`config.mk`:
```
export PLATFORM = sky130hd
export DESIGN_NAME = hazard_fwd_unit_flat
export DESIGN_NICKNAME = d
export VERILOG_FILES = /design/src/rtl/pipe_pkg.sv /design/src/rtl/hazard_fwd_unit_if.sv /design/src/rtl/hazard_fwd_unit_sb_counter.sv /design/src/rtl/hazard_fwd_unit.sv /design/src/flat_wrapper.sv
export SDC_FILE = /design/constraint.sdc
export NUM_CORES = 1
export LEC_CHECK = 0
export CAP_MARGIN = 20
export CORE_UTILIZATION = 45
export DETAILED_ROUTE_END_ITERATION = 6
export PLACE_DENSITY = 0.74
export SYNTH_ARGS = -nofsm -noshare
export SYNTH_HDL_FRONTEND = slang
export SYNTH_SLANG_ARGS = --single-unit
```
`constraint.sdc`:
```
create_clock -name clk -period 3.2 [get_ports clk]
set_clock_uncertainty 0.1 [all_clocks]
set_input_delay 0.96 -clock clk [delete_from_list [all_inputs] [get_ports clk]]
set_output_delay 0.96 -clock clk [all_outputs]
set_load 0.02 [all_outputs]
```
`src/rtl/pipe_pkg.sv`:
```
// Shared pipeline definitions: forwarding-select codes, default register
// address width and the register address type.
package pipe_pkg;

    localparam int unsigned AW   = 4;
    // Countdown width of one scoreboard entry; LONG_LAT-1 <= 14 fits.
    localparam int unsigned SB_W = 4;

    localparam logic [1:0] FWD_RF  = 2'b00;
    localparam logic [1:0] FWD_WB  = 2'b01;
    localparam logic [1:0] FWD_MEM = 2'b10;

    typedef logic [AW-1:0] reg_addr_t;

endpackage

```
`src/rtl/hazard_fwd_unit_if.sv`:
```
// Pipeline-side view of the hazard/forwarding unit.
//   master : pipeline registers driving the register fields and controls,
//            receiving forwarding selects, stall/bubble and monitor outputs
//   slave  : the hazard/forwarding unit itself
interface hazard_fwd_unit_if #(
    parameter int unsigned AW    = pipe_pkg::AW,
    parameter int unsigned CNT_W = 16
);
    localparam int unsigned NREG = 1 << AW;

    logic [AW-1:0]    id_rs;
    logic [AW-1:0]    id_rt;
    logic             id_use_rs;
    logic             id_use_rt;
    logic [AW-1:0]    idex_rs;
    logic [AW-1:0]    idex_rt;
    logic [AW-1:0]    idex_rd;
    logic             idex_rw;
    logic             idex_mr;
    logic             idex_long;
    logic             idex_valid;
    logic [AW-1:0]    exmem_rd;
    logic [AW-1:0]    exmem_rt;
    logic             exmem_rw;
    logic             exmem_mw;
    logic [AW-1:0]    memwb_rd;
    logic             memwb_rw;
    logic             flush;
    logic [1:0]       ex_fwd1;
    logic [1:0]       ex_fwd2;
    logic             mem_fwd;
    logic             stall;
    logic             bubble;
    logic [NREG-1:0]  busy;
    logic [CNT_W-1:0] stall_cnt;

    modport master (
        output id_rs, id_rt, id_use_rs, id_use_rt,
               idex_rs, idex_rt, idex_rd, idex_rw, idex_mr, idex_long, idex_valid,
               exmem_rd, exmem_rt, exmem_rw, exmem_mw, memwb_rd, memwb_rw, flush,
        input  ex_fwd1, ex_fwd2, mem_fwd, stall, bubble, busy, stall_cnt
    );

    modport slave (
        input  id_rs, id_rt, id_use_rs, id_use_rt,
               idex_rs, idex_rt, idex_rd, idex_rw, idex_mr, idex_long, idex_valid,
               exmem_rd, exmem_rt, exmem_rw, exmem_mw, memwb_rd, memwb_rw, flush,
        output ex_fwd1, ex_fwd2, mem_fwd, stall, bubble, busy, stall_cnt
    );

endinterface

```
`src/rtl/hazard_fwd_unit_sb_counter.sv`:
```
// One scoreboard entry: countdown until a long-latency result reaches MEM/WB.
//   clk, rst_n : clock, synchronous active-low reset
//   load       : long op issuing to this register (reload beats expiry)
//   load_val   : cycles still pending after the issue edge
//   busy       : counter nonzero, result not yet forwardable
module sb_counter (
    input  logic                      clk,
    input  logic                      rst_n,
    input  logic                      load,
    input  logic [pipe_pkg::SB_W-1:0] load_val,
    output logic                      busy
);
    import pipe_pkg::*;

    logic [SB_W-1:0] cnt;

    // Free-running decrement, independent of stall
    always_ff @(posedge clk) begin
        if (!rst_n) begin
            cnt <= '0;
        end else if (load) begin
            cnt <= load_val;
        end else if (cnt != '0) begin
            cnt <= cnt - SB_W'(1);
        end
    end

    assign busy = (cnt != '0);

endmodule

```
`src/rtl/hazard_fwd_unit.sv`:
```
// Forwarding, load-use / long-latency hazard detection and stall monitor for
// the 5-stage pipeline.
//   clk, rst_n : clock, synchronous active-low reset
//   bus        : pipeline register fields in; EX/MEM forwarding selects,
//                stall/bubble, scoreboard busy bits and stall counter out
module hazard_fwd_unit #(
    parameter int unsigned AW       = pipe_pkg::AW,
    parameter int unsigned LONG_LAT = 3,
    parameter int unsigned CNT_W    = 16
) (
    input logic               clk,
    input logic               rst_n,
    hazard_fwd_unit_if.slave  bus
);
    import pipe_pkg::*;

    localparam int unsigned NREG = 1 << AW;

    logic [1:0]       fwd1;
    logic [1:0]       fwd2;
    logic             mem_fwd_c;
    logic             id_match_c;
    logic             writer_c;
    logic             load_use_c;
    logic             issue_c;
    logic             long_haz_c;
    logic             busy_haz_c;
    logic             stall_c;
    logic [NREG-1:0]  pend;
    logic [CNT_W-1:0] stall_cnt;

    // EX operand selection; EX/MEM assigned last so it overrides MEM/WB
    always_comb begin
        fwd1 = FWD_RF;
        fwd2 = FWD_RF;
        if (bus.memwb_rw && bus.memwb_rd != '0 && bus.memwb_rd == bus.idex_rs) fwd1 = FWD_WB;
        if (bus.memwb_rw && bus.memwb_rd != '0 && bus.memwb_rd == bus.idex_rt) fwd2 = FWD_WB;
        if (bus.exmem_rw && bus.exmem_rd != '0 && bus.exmem_rd == bus.idex_rs) fwd1 = FWD_MEM;
        if (bus.exmem_rw && bus.exmem_rd != '0 && bus.exmem_rd == bus.idex_rt) fwd2 = FWD_MEM;
    end

    assign mem_fwd_c = bus.exmem_mw && bus.memwb_rw && bus.memwb_rd != '0
                       && bus.memwb_rd == bus.exmem_rt;

    // A live, unflushed ID/EX writer of a nonzero register that ID reads
    assign id_match_c = (bus.id_use_rs && bus.id_rs == bus.idex_rd)
                     || (bus.id_use_rt && bus.id_rt == bus.idex_rd);
    assign writer_c   = bus.idex_valid && bus.idex_rw && bus.idex_rd != '0 && !bus.flush;
    assign load_use_c = writer_c && bus.idex_mr && id_match_c;
    assign issue_c    = writer_c && bus.idex_long;
    assign long_haz_c = issue_c && id_match_c;
    // Scoreboard hazard survives flush: the long op is already in flight
    assign busy_haz_c = (bus.id_use_rs && pend[bus.id_rs])
                     || (bus.id_use_rt && pend[bus.id_rt]);
    assign stall_c    = rst_n && (load_use_c || long_haz_c || busy_haz_c);

    // Scoreboard; register 0 never pends
    assign pend[0] = 1'b0;
    for (genvar r = 1; r < NREG; r++) begin : g_sb
        sb_counter u_cnt (
            .clk      (clk),
            .rst_n    (rst_n),
            .load     (issue_c && bus.idex_rd == AW'(r)),
            .load_val (SB_W'(LONG_LAT - 1)),
            .busy     (pend[r])
        );
    end

    // Saturating stall-cycle monitor
    always_ff @(posedge clk) begin
        if (!rst_n) begin
            stall_cnt <= '0;
        end else if (stall_c && stall_cnt != '1) begin
            stall_cnt <= stall_cnt + CNT_W'(1);
        end
    end

    assign bus.ex_fwd1   = rst_n ? fwd1 : FWD_RF;
    assign bus.ex_fwd2   = rst_n ? fwd2 : FWD_RF;
    assign bus.mem_fwd   = rst_n && mem_fwd_c;
    assign bus.stall     = stall_c;
    assign bus.bubble    = stall_c;
    assign bus.busy      = rst_n ? pend : '0;
    assign bus.stall_cnt = stall_cnt;

endmodule

```
`src/flat_wrapper.sv`:
```
// flat-port wrapper written by rule: the top's interface ports become plain ports
module hazard_fwd_unit_flat import pipe_pkg::*;
#(
    parameter int unsigned AW       = pipe_pkg::AW,
    parameter int unsigned LONG_LAT = 3,
    parameter int unsigned CNT_W    = 16
)
  (clk, rst_n, bus_id_rs, bus_id_rt, bus_id_use_rs, bus_id_use_rt, bus_idex_rs, bus_idex_rt, bus_idex_rd, bus_idex_rw, bus_idex_mr, bus_idex_long, bus_idex_valid, bus_exmem_rd, bus_exmem_rt, bus_exmem_rw, bus_exmem_mw, bus_memwb_rd, bus_memwb_rw, bus_flush, bus_ex_fwd1, bus_ex_fwd2, bus_mem_fwd, bus_stall, bus_bubble, bus_busy, bus_stall_cnt);
  hazard_fwd_unit_if #(.AW(AW), .CNT_W(CNT_W)) bus_i ();
  input logic clk;
  input logic rst_n;
  input wire logic [$bits(bus_i.id_rs)-1:0] bus_id_rs;
  input wire logic [$bits(bus_i.id_rt)-1:0] bus_id_rt;
  input wire logic [$bits(bus_i.id_use_rs)-1:0] bus_id_use_rs;
  input wire logic [$bits(bus_i.id_use_rt)-1:0] bus_id_use_rt;
  input wire logic [$bits(bus_i.idex_rs)-1:0] bus_idex_rs;
  input wire logic [$bits(bus_i.idex_rt)-1:0] bus_idex_rt;
  input wire logic [$bits(bus_i.idex_rd)-1:0] bus_idex_rd;
  input wire logic [$bits(bus_i.idex_rw)-1:0] bus_idex_rw;
  input wire logic [$bits(bus_i.idex_mr)-1:0] bus_idex_mr;
  input wire logic [$bits(bus_i.idex_long)-1:0] bus_idex_long;
  input wire logic [$bits(bus_i.idex_valid)-1:0] bus_idex_valid;
  input wire logic [$bits(bus_i.exmem_rd)-1:0] bus_exmem_rd;
  input wire logic [$bits(bus_i.exmem_rt)-1:0] bus_exmem_rt;
  input wire logic [$bits(bus_i.exmem_rw)-1:0] bus_exmem_rw;
  input wire logic [$bits(bus_i.exmem_mw)-1:0] bus_exmem_mw;
  input wire logic [$bits(bus_i.memwb_rd)-1:0] bus_memwb_rd;
  input wire logic [$bits(bus_i.memwb_rw)-1:0] bus_memwb_rw;
  input wire logic [$bits(bus_i.flush)-1:0] bus_flush;
  output wire logic [$bits(bus_i.ex_fwd1)-1:0] bus_ex_fwd1;
  output wire logic [$bits(bus_i.ex_fwd2)-1:0] bus_ex_fwd2;
  output wire logic [$bits(bus_i.mem_fwd)-1:0] bus_mem_fwd;
  output wire logic [$bits(bus_i.stall)-1:0] bus_stall;
  output wire logic [$bits(bus_i.bubble)-1:0] bus_bubble;
  output wire logic [$bits(bus_i.busy)-1:0] bus_busy;
  output wire logic [$bits(bus_i.stall_cnt)-1:0] bus_stall_cnt;
  assign bus_i.id_rs = bus_id_rs;
  assign bus_i.id_rt = bus_id_rt;
  assign bus_i.id_use_rs = bus_id_use_rs;
  assign bus_i.id_use_rt = bus_id_use_rt;
  assign bus_i.idex_rs = bus_idex_rs;
  assign bus_i.idex_rt = bus_idex_rt;
  assign bus_i.idex_rd = bus_idex_rd;
  assign bus_i.idex_rw = bus_idex_rw;
  assign bus_i.idex_mr = bus_idex_mr;
  assign bus_i.idex_long = bus_idex_long;
  assign bus_i.idex_valid = bus_idex_valid;
  assign bus_i.exmem_rd = bus_exmem_rd;
  assign bus_i.exmem_rt = bus_exmem_rt;
  assign bus_i.exmem_rw = bus_exmem_rw;
  assign bus_i.exmem_mw = bus_exmem_mw;
  assign bus_i.memwb_rd = bus_memwb_rd;
  assign bus_i.memwb_rw = bus_memwb_rw;
  assign bus_i.flush = bus_flush;
  assign bus_ex_fwd1 = bus_i.ex_fwd1;
  assign bus_ex_fwd2 = bus_i.ex_fwd2;
  assign bus_mem_fwd = bus_i.mem_fwd;
  assign bus_stall = bus_i.stall;
  assign bus_bubble = bus_i.bubble;
  assign bus_busy = bus_i.busy;
  assign bus_stall_cnt = bus_i.stall_cnt;
  hazard_fwd_unit #(.AW(AW), .LONG_LAT(LONG_LAT), .CNT_W(CNT_W)) u_core (.clk(clk), .rst_n(rst_n), .bus(bus_i));
endmodule
```
# Yosys cells after proc, flatten, opt, wreduce, memory -nomap -nowiden
# Cells that the tools add are included.
totals:
  regBits: 76
  input_bits: 44
  output_inout_bits: 39
  elab_cells: 205
op_classes:
  addsub: 16
  reduce_logical: 91
  bitwise_logic: 1
  n_eq_ne: 23
  mux: 41
  magnitude_cmp: 2
ops:
  columns: ["cell", "n"]
  rows:
  - ["$reduce_bool A4 Y1", 18]
  - ["$mux W2", 34]
  - ["$sub A4 B1 Y4 const B", 15]
  - ["$logic_and A1 B1 Y1", 38]
  - ["$eq A4 B4 Y1 const B", 8]
  - ["$reduce_bool A2 Y1", 15]
  - ["$reduce_or A2 Y1", 15]
  - ["$eq A4 B4 Y1", 7]
  - ["$add A16 B1 Y16 const B", 1]
  - ["$eq A4 B3 Y1 const B", 4]
  - ["$mux W16", 1]
  - ["$ne A16 B16 Y1 const B", 1]
  - ["$lt A4 B5 Y1 const B", 2]
  - ["$bmux W1 S4", 2]
  - ["$eq A4 B2 Y1 const B", 2]
  - ["$eq A4 B1 Y1 const B", 1]
  - ["$logic_or A1 B1 Y1", 4]
  - ["$mux W1", 4]
  - ["$logic_not A1 Y1", 1]
  - ["$not A1 Y1", 1]

# Depth between registers and ports, before layout
depth:
  word_depth: 9
  depth_mapped: 10
  depth_no_buf: 8

# Hierarchy
# From an unflattened synthesis, not the netlist that was laid out.
hier_totals:
  hier_cells: 612
  area_unflattened_um2: 5198.7
by_module_without_submodules:
  columns: ["mod", "seq_area_each_um2", "cells_each", "area_each_um2", "instances"]
  rows:
  - ["sb_counter", 80.1, 26, 231.5, 15]
  - ["hazard_fwd_unit", 320.3, 222, 1726.7, 1]

# Least setup slack after synthesis
# Ideal clock, no wire load.
synth_path:
  path_kind: "input-to-output"
  from: "input bus_id_rt[0]"
  to: "output bus_stall"
  arrival_time_ps: 2633
  slack_ps: -493
  stages: 6
  cell_sequence: "clkbuf_1 > mux2_2 > o311ai_1 > nor3_2 > a21oi_1 > buf_4"
synth_via:
  elab_chain_len: 7
synth_lines:
  columns: ["item", "line_no", "rtl"]
  rows:
  - ["from (decl)", "flat_wrapper.sv:13", "input wire logic [$bits(bus_i.id_rt)-1:0] bus_id_rt;"]
  - ["branches (longest 5 deep; another with $bmux W1 S4)", null, null]
  - ["$logic_or A1 B1 Y1 (*)", "hazard_fwd_unit.sv:55", "assign stall_c = rst_n && (load_use_c || long_haz_c || busy_haz_c);"]
  - ["$logic_and A1 B1 Y1 (*)", "hazard_fwd_unit.sv:55", null]
  - ["to (decl)", "flat_wrapper.sv:33", "output wire logic [$bits(bus_i.stall)-1:0] bus_stall;"]
# Every way passes the cells marked *. The select of a mux whose other input is x is not followed.

# Worst setup path in the final report
layout_path:
  from: "input bus_idex_rd[1]"
  to: "output bus_bubble"
layout_via:
  elab_chain_len: 8
layout_lines:
  columns: ["item", "line_no", "rtl"]
  rows:
  - ["from (decl)", "flat_wrapper.sv:18", "input wire logic [$bits(bus_i.idex_rd)-1:0] bus_idex_rd;"]
  - ["$reduce_bool A4 Y1", "hazard_fwd_unit.sv:48", "assign writer_c = bus.idex_valid && bus.idex_rw && bus.idex_rd != '0 && !bus.flush;"]
  - ["$logic_and A1 B1 Y1 (2 in a row)", "hazard_fwd_unit.sv:48", null]
  - ["$logic_and A1 B1 Y1 (on tied branches)", "hazard_fwd_unit.sv:49, hazard_fwd_unit.sv:50", null]
  - ["$logic_and A1 B1 Y1 (on tied branches)", "hazard_fwd_unit.sv:49, hazard_fwd_unit.sv:51", null]
  - ["$logic_or A1 B1 Y1 (*) (2 in a row)", "hazard_fwd_unit.sv:55", null]
  - ["$logic_and A1 B1 Y1 (*)", "hazard_fwd_unit.sv:55", null]
  - ["to (decl)", "flat_wrapper.sv:34", "output wire logic [$bits(bus_i.bubble)-1:0] bus_bubble;"]
# Every way passes the cells marked *; elsewhere a longest branch is shown, timed or not.

==> run summary <==
The later-pin clock latency in the skew report came out at 340 ps. The starting density of the core is 46.6%. The maximum number of pins on one net before global-route repair is 39.

TritonCTS built the clock tree. The most frequently used flop master after synthesis is sky130_fd_sc_hd__dfxtp_1. On the final layout, the worst hold slack is 381 ps. The count of hold-fix buffers inserted at cts is 0.

In this run the core area contains 34 standard-cell rows. The post-detailed-route DRC marker count came out at 0. The register bit total from synthesis came out at 76. After the last flow step, the layout net total stands at 693. The number of synthesized flops with an enable pin is 0. The worst setup slack after placement came out at -1080 ps. After synthesis, the cell types taking the most area are sky130_fd_sc_hd__dfxtp_1 (37%), sky130_fd_sc_hd__nor2_1 (5.9%), sky130_fd_sc_hd__xnor2_1 (4.7%), sky130_fd_sc_hd__mux2i_1 (4.4%), sky130_fd_sc_hd__nand2_1 (4.4%). The number of buffer and inverter stages on the critical path is 3.

The sequential share of the synthesized area is 37.5%. The sum of net half-perimeters after detailed placement is 8450 µm. The number of antenna violations at the first check in global routing came out at 0.

The cell family contributing the most delay on the critical path is simple AND/OR/NAND/NOR gates. The maximum fanout along the worst path came out at 2. Relative to the synthesized area, the layout overhead comes to 45.1%. In the global route stage, overall resource usage came out at 23.7%. STA classifies the critical path endpoint as an output port. The library cell used most frequently in the layout, excluding fill and tap cells, is sky130_fd_sc_hd__buf_4.

Walking the worst path, the cells encountered are buf_8 > buf_4 > nor4_2 > nor3_2 > o21ai_2 > a21oi_2 > nor3_4 > a21oi_4 > buf_6. The number of warning messages in the yosys log is 0. In this run the standard cell core region covers 0.00872 mm². The synthesized net count came out at 533. The first-pass GRT wire length is 18300 µm. After synthesis, the netlist uses 58 different library cells. The proportion of layout cells with a drive suffix above 1 came out at 30.2%. The number of max-slew violations in the final report is 0. The average cell area after synthesis came out at 8.32 µm². The number of antenna diodes in the final layout is 0.

The cell with the largest stage delay on the worst path is sky130_fd_sc_hd__nor4_2. On the worst path, the slowest cell contributes a delay of 360 ps. The detailed-routing iteration count for the pre-antenna-repair pass came out at 5. The placed instance count is 740.

The count of input and output buffers came out at 81. The fmax came out at 300 MHz. The arrival time at the worst endpoint came out at 2270 ps. The total I/O pin count is 83. The maximum resistive drop on vdd came out at 0.000261 V. The remaining antenna violation count after routing came out at 0. The final hold violation count is 0.

The clock transition time at the flip-flop clock pins of the worst setup and hold paths is 80 ps. The die outline width came out at 97 µm. The reported max-cap violation count is 0. The required time of the worst setup path came out at 2140 ps. The root buffer cell chosen for the clock tree is sky130_fd_sc_hd__clkbuf_8. After layout, the worst path uses 104% of the clock period.

The final critical path time including I/O delays and setup came out at 3330 ps. The worst min-delay path class is flip-flop to flip-flop. The run finished, with violations left.

The die is 97 µm tall. The power density normalized to cell area is 414 mW/mm². Summed over all layers, the routed wires come to 11100 µm.

The worst setup path is of the input port to output port kind. The cell area after synthesis is 0.00406 mm². The CTS sink count came out at 76. The count of placed standard cells in the final layout, fillers left out is 761. The wire length per cell after detailed routing is 14.5 µm. The checks that failed: setup timing. The number of global-route vias before repair is 4141. The final weighted congestion in routability-driven placement came out at 0.868.

The top cell types in the final layout, fill and taps aside, are sky130_fd_sc_hd__buf_4 (87), sky130_fd_sc_hd__dfxtp_1 (76), sky130_fd_sc_hd__nor2_1 (60), sky130_fd_sc_hd__nand2_1 (48), sky130_fd_sc_hd__nor3_1 (29). The maximum count of clock buffers along a single path came out at 2. For this run, asynchronously set or reset flops after synthesis account for 0%. The count of final setup violators came out at 2. The number of filler instances in the final layout came out at 695. The routed layout has 4270 vias. The number of DRC markers after the initial detailed-route iteration came out at 133. The die footprint came out at 0.00941 mm². The number of buffers inserted during clock tree synthesis came out at 9. Setup repair after global routing could not meet its margin everywhere. The top cell type by area accounts for 37.5% of the synthesized area. In this run the number of H-tree levels came out at 3.

In this run the static leakage power is 2.52 nW. Dividing the detail-routed via count by the number of cells gives 5.61. Of all cell types, the one taking the most synthesized area is sky130_fd_sc_hd__dfxtp_1. The worst setup margin is -134 ps.

The worst setup path is launched from an input port. For this run the aggregate overflow at the end of global routing stands at 0. Synthesis produced a netlist whose cell count is 488.
[through the flow]
stage	util [%]	instance area (µm²)	setup TNS (ps)	power (mW)
after floorplan	-	4180	-49.7	1.40
after global placement	64.5	5630	-12390	1.71
after detailed placement	64.5	5630	-14070	1.72
after CTS	66.7	5820	-251	2.45
after global routing	67.6	5890	-429	2.56
final	67.6	5890	-268	2.44
[synthesized netlist by cell type, drive strengths merged (2+ instances only)]
library cell and number:
nor2 64, a211oi 5, nand3 14, a21oi 21, nor3 34, a31o 2, inv 6, clkbuf 8
xor2 12, xnor2 22, o21a 2, nor2b 2, o21ai 32, and2 2, o32ai 2, nand3b 9
mux2i 18, mux2 2, o311ai 2, nor3b 2, o22a 2, nor4 17, and3 6, dfxtp 76
buf 10, nand2 48, a21boi 2, a31oi 9, o31ai 13, or4b 6, nand4 12, nand2b 13
[power breakdown]
part	total [mW]	internal, mW	switching, mW
logic	0.655	0.341	0.314
clock network	0.739	0.380	0.358
registers	1.05	0.989	0.0578
[layout make-up]
type / count / area (µm²) / area share, %
Timing Repair Buffer: 167 / 1400 / 23.7
Multi-Input combinational cell: 388 / 2610 / 44.2
Clock buffer: 10 / 138 / 2.34
Sequential cell: 76 / 1520 / 25.8
Clock inverter: 6 / 63.8 / 1.08
Tap cell: 108 / 135 / 2.29
Inverter: 6 / 32.5 / 0.552
[cells by family (layout without fill, tap and decap cells)]
logic type | after synthesis | in the layout | share of synthesized area, %
buffers and inverters | 24 | 189 | 2.74
XOR/XNOR | 34 | 34 | 7.33
flip-flops | 76 | 76 | 37.5
AO/OA/AOI/OAI | 97 | 97 | 14.9
adder cells (fa/ha/maj) | 1 | 1 | 0.308
multiplexers | 21 | 21 | 5.55
AND/OR/NAND/NOR | 234 | 234 | 31.6
other | 1 | 1 | 0.0923
[state kept, by name, indices dropped and copies added (netlist names)]
name / count
u_core.bus.stall_cnt: 16
u_core.g_sb.u_cnt.cnt: 60
[per-layer routing]
layer	wire [µm]	GRT usage, %	up-vias
met1	4690	27.8	1981
met4	354	9.53	0
met3	584	4.62	31
met5	0	0	-
met2	5420	42.1	165
li1	-	-	2093
[tightest hold or removal path: stages (launching register included)]
cell                      delay (ps)
sky130_fd_sc_hd__dfxtp_1         340
sky130_fd_sc_hd__o31ai_1          70
sky130_fd_sc_hd__nor2_1           40
[worst paths after layout]
kind	from	end	slack (ps)	cells past startpoint
min reg2reg	u_core.g_sb[14].u_cnt.cnt[3]	u_core.g_sb[14].u_cnt.cnt[3]	380	2
min	u_core.g_sb[14].u_cnt.cnt[3]	u_core.g_sb[14].u_cnt.cnt[3]	380	2
max reg2reg	u_core.g_sb[7].u_cnt.cnt[1]	u_core.bus.stall_cnt[3]	780	10
max	bus_idex_rd[1]	bus_bubble	-130	9
[timing repair]
| item | 4_1_cts | 5_1_grt |
|---|---|---|
| endpoints found under the setup margin | 22 | 20 |
| buffers inserted | 4 | 1 |
| endpoints found under the hold margin | 0 | 0 |
| pin swaps | 22 | 20 |
| resized for setup | 178 | 42 |
(Power assumes the default switching activity.)
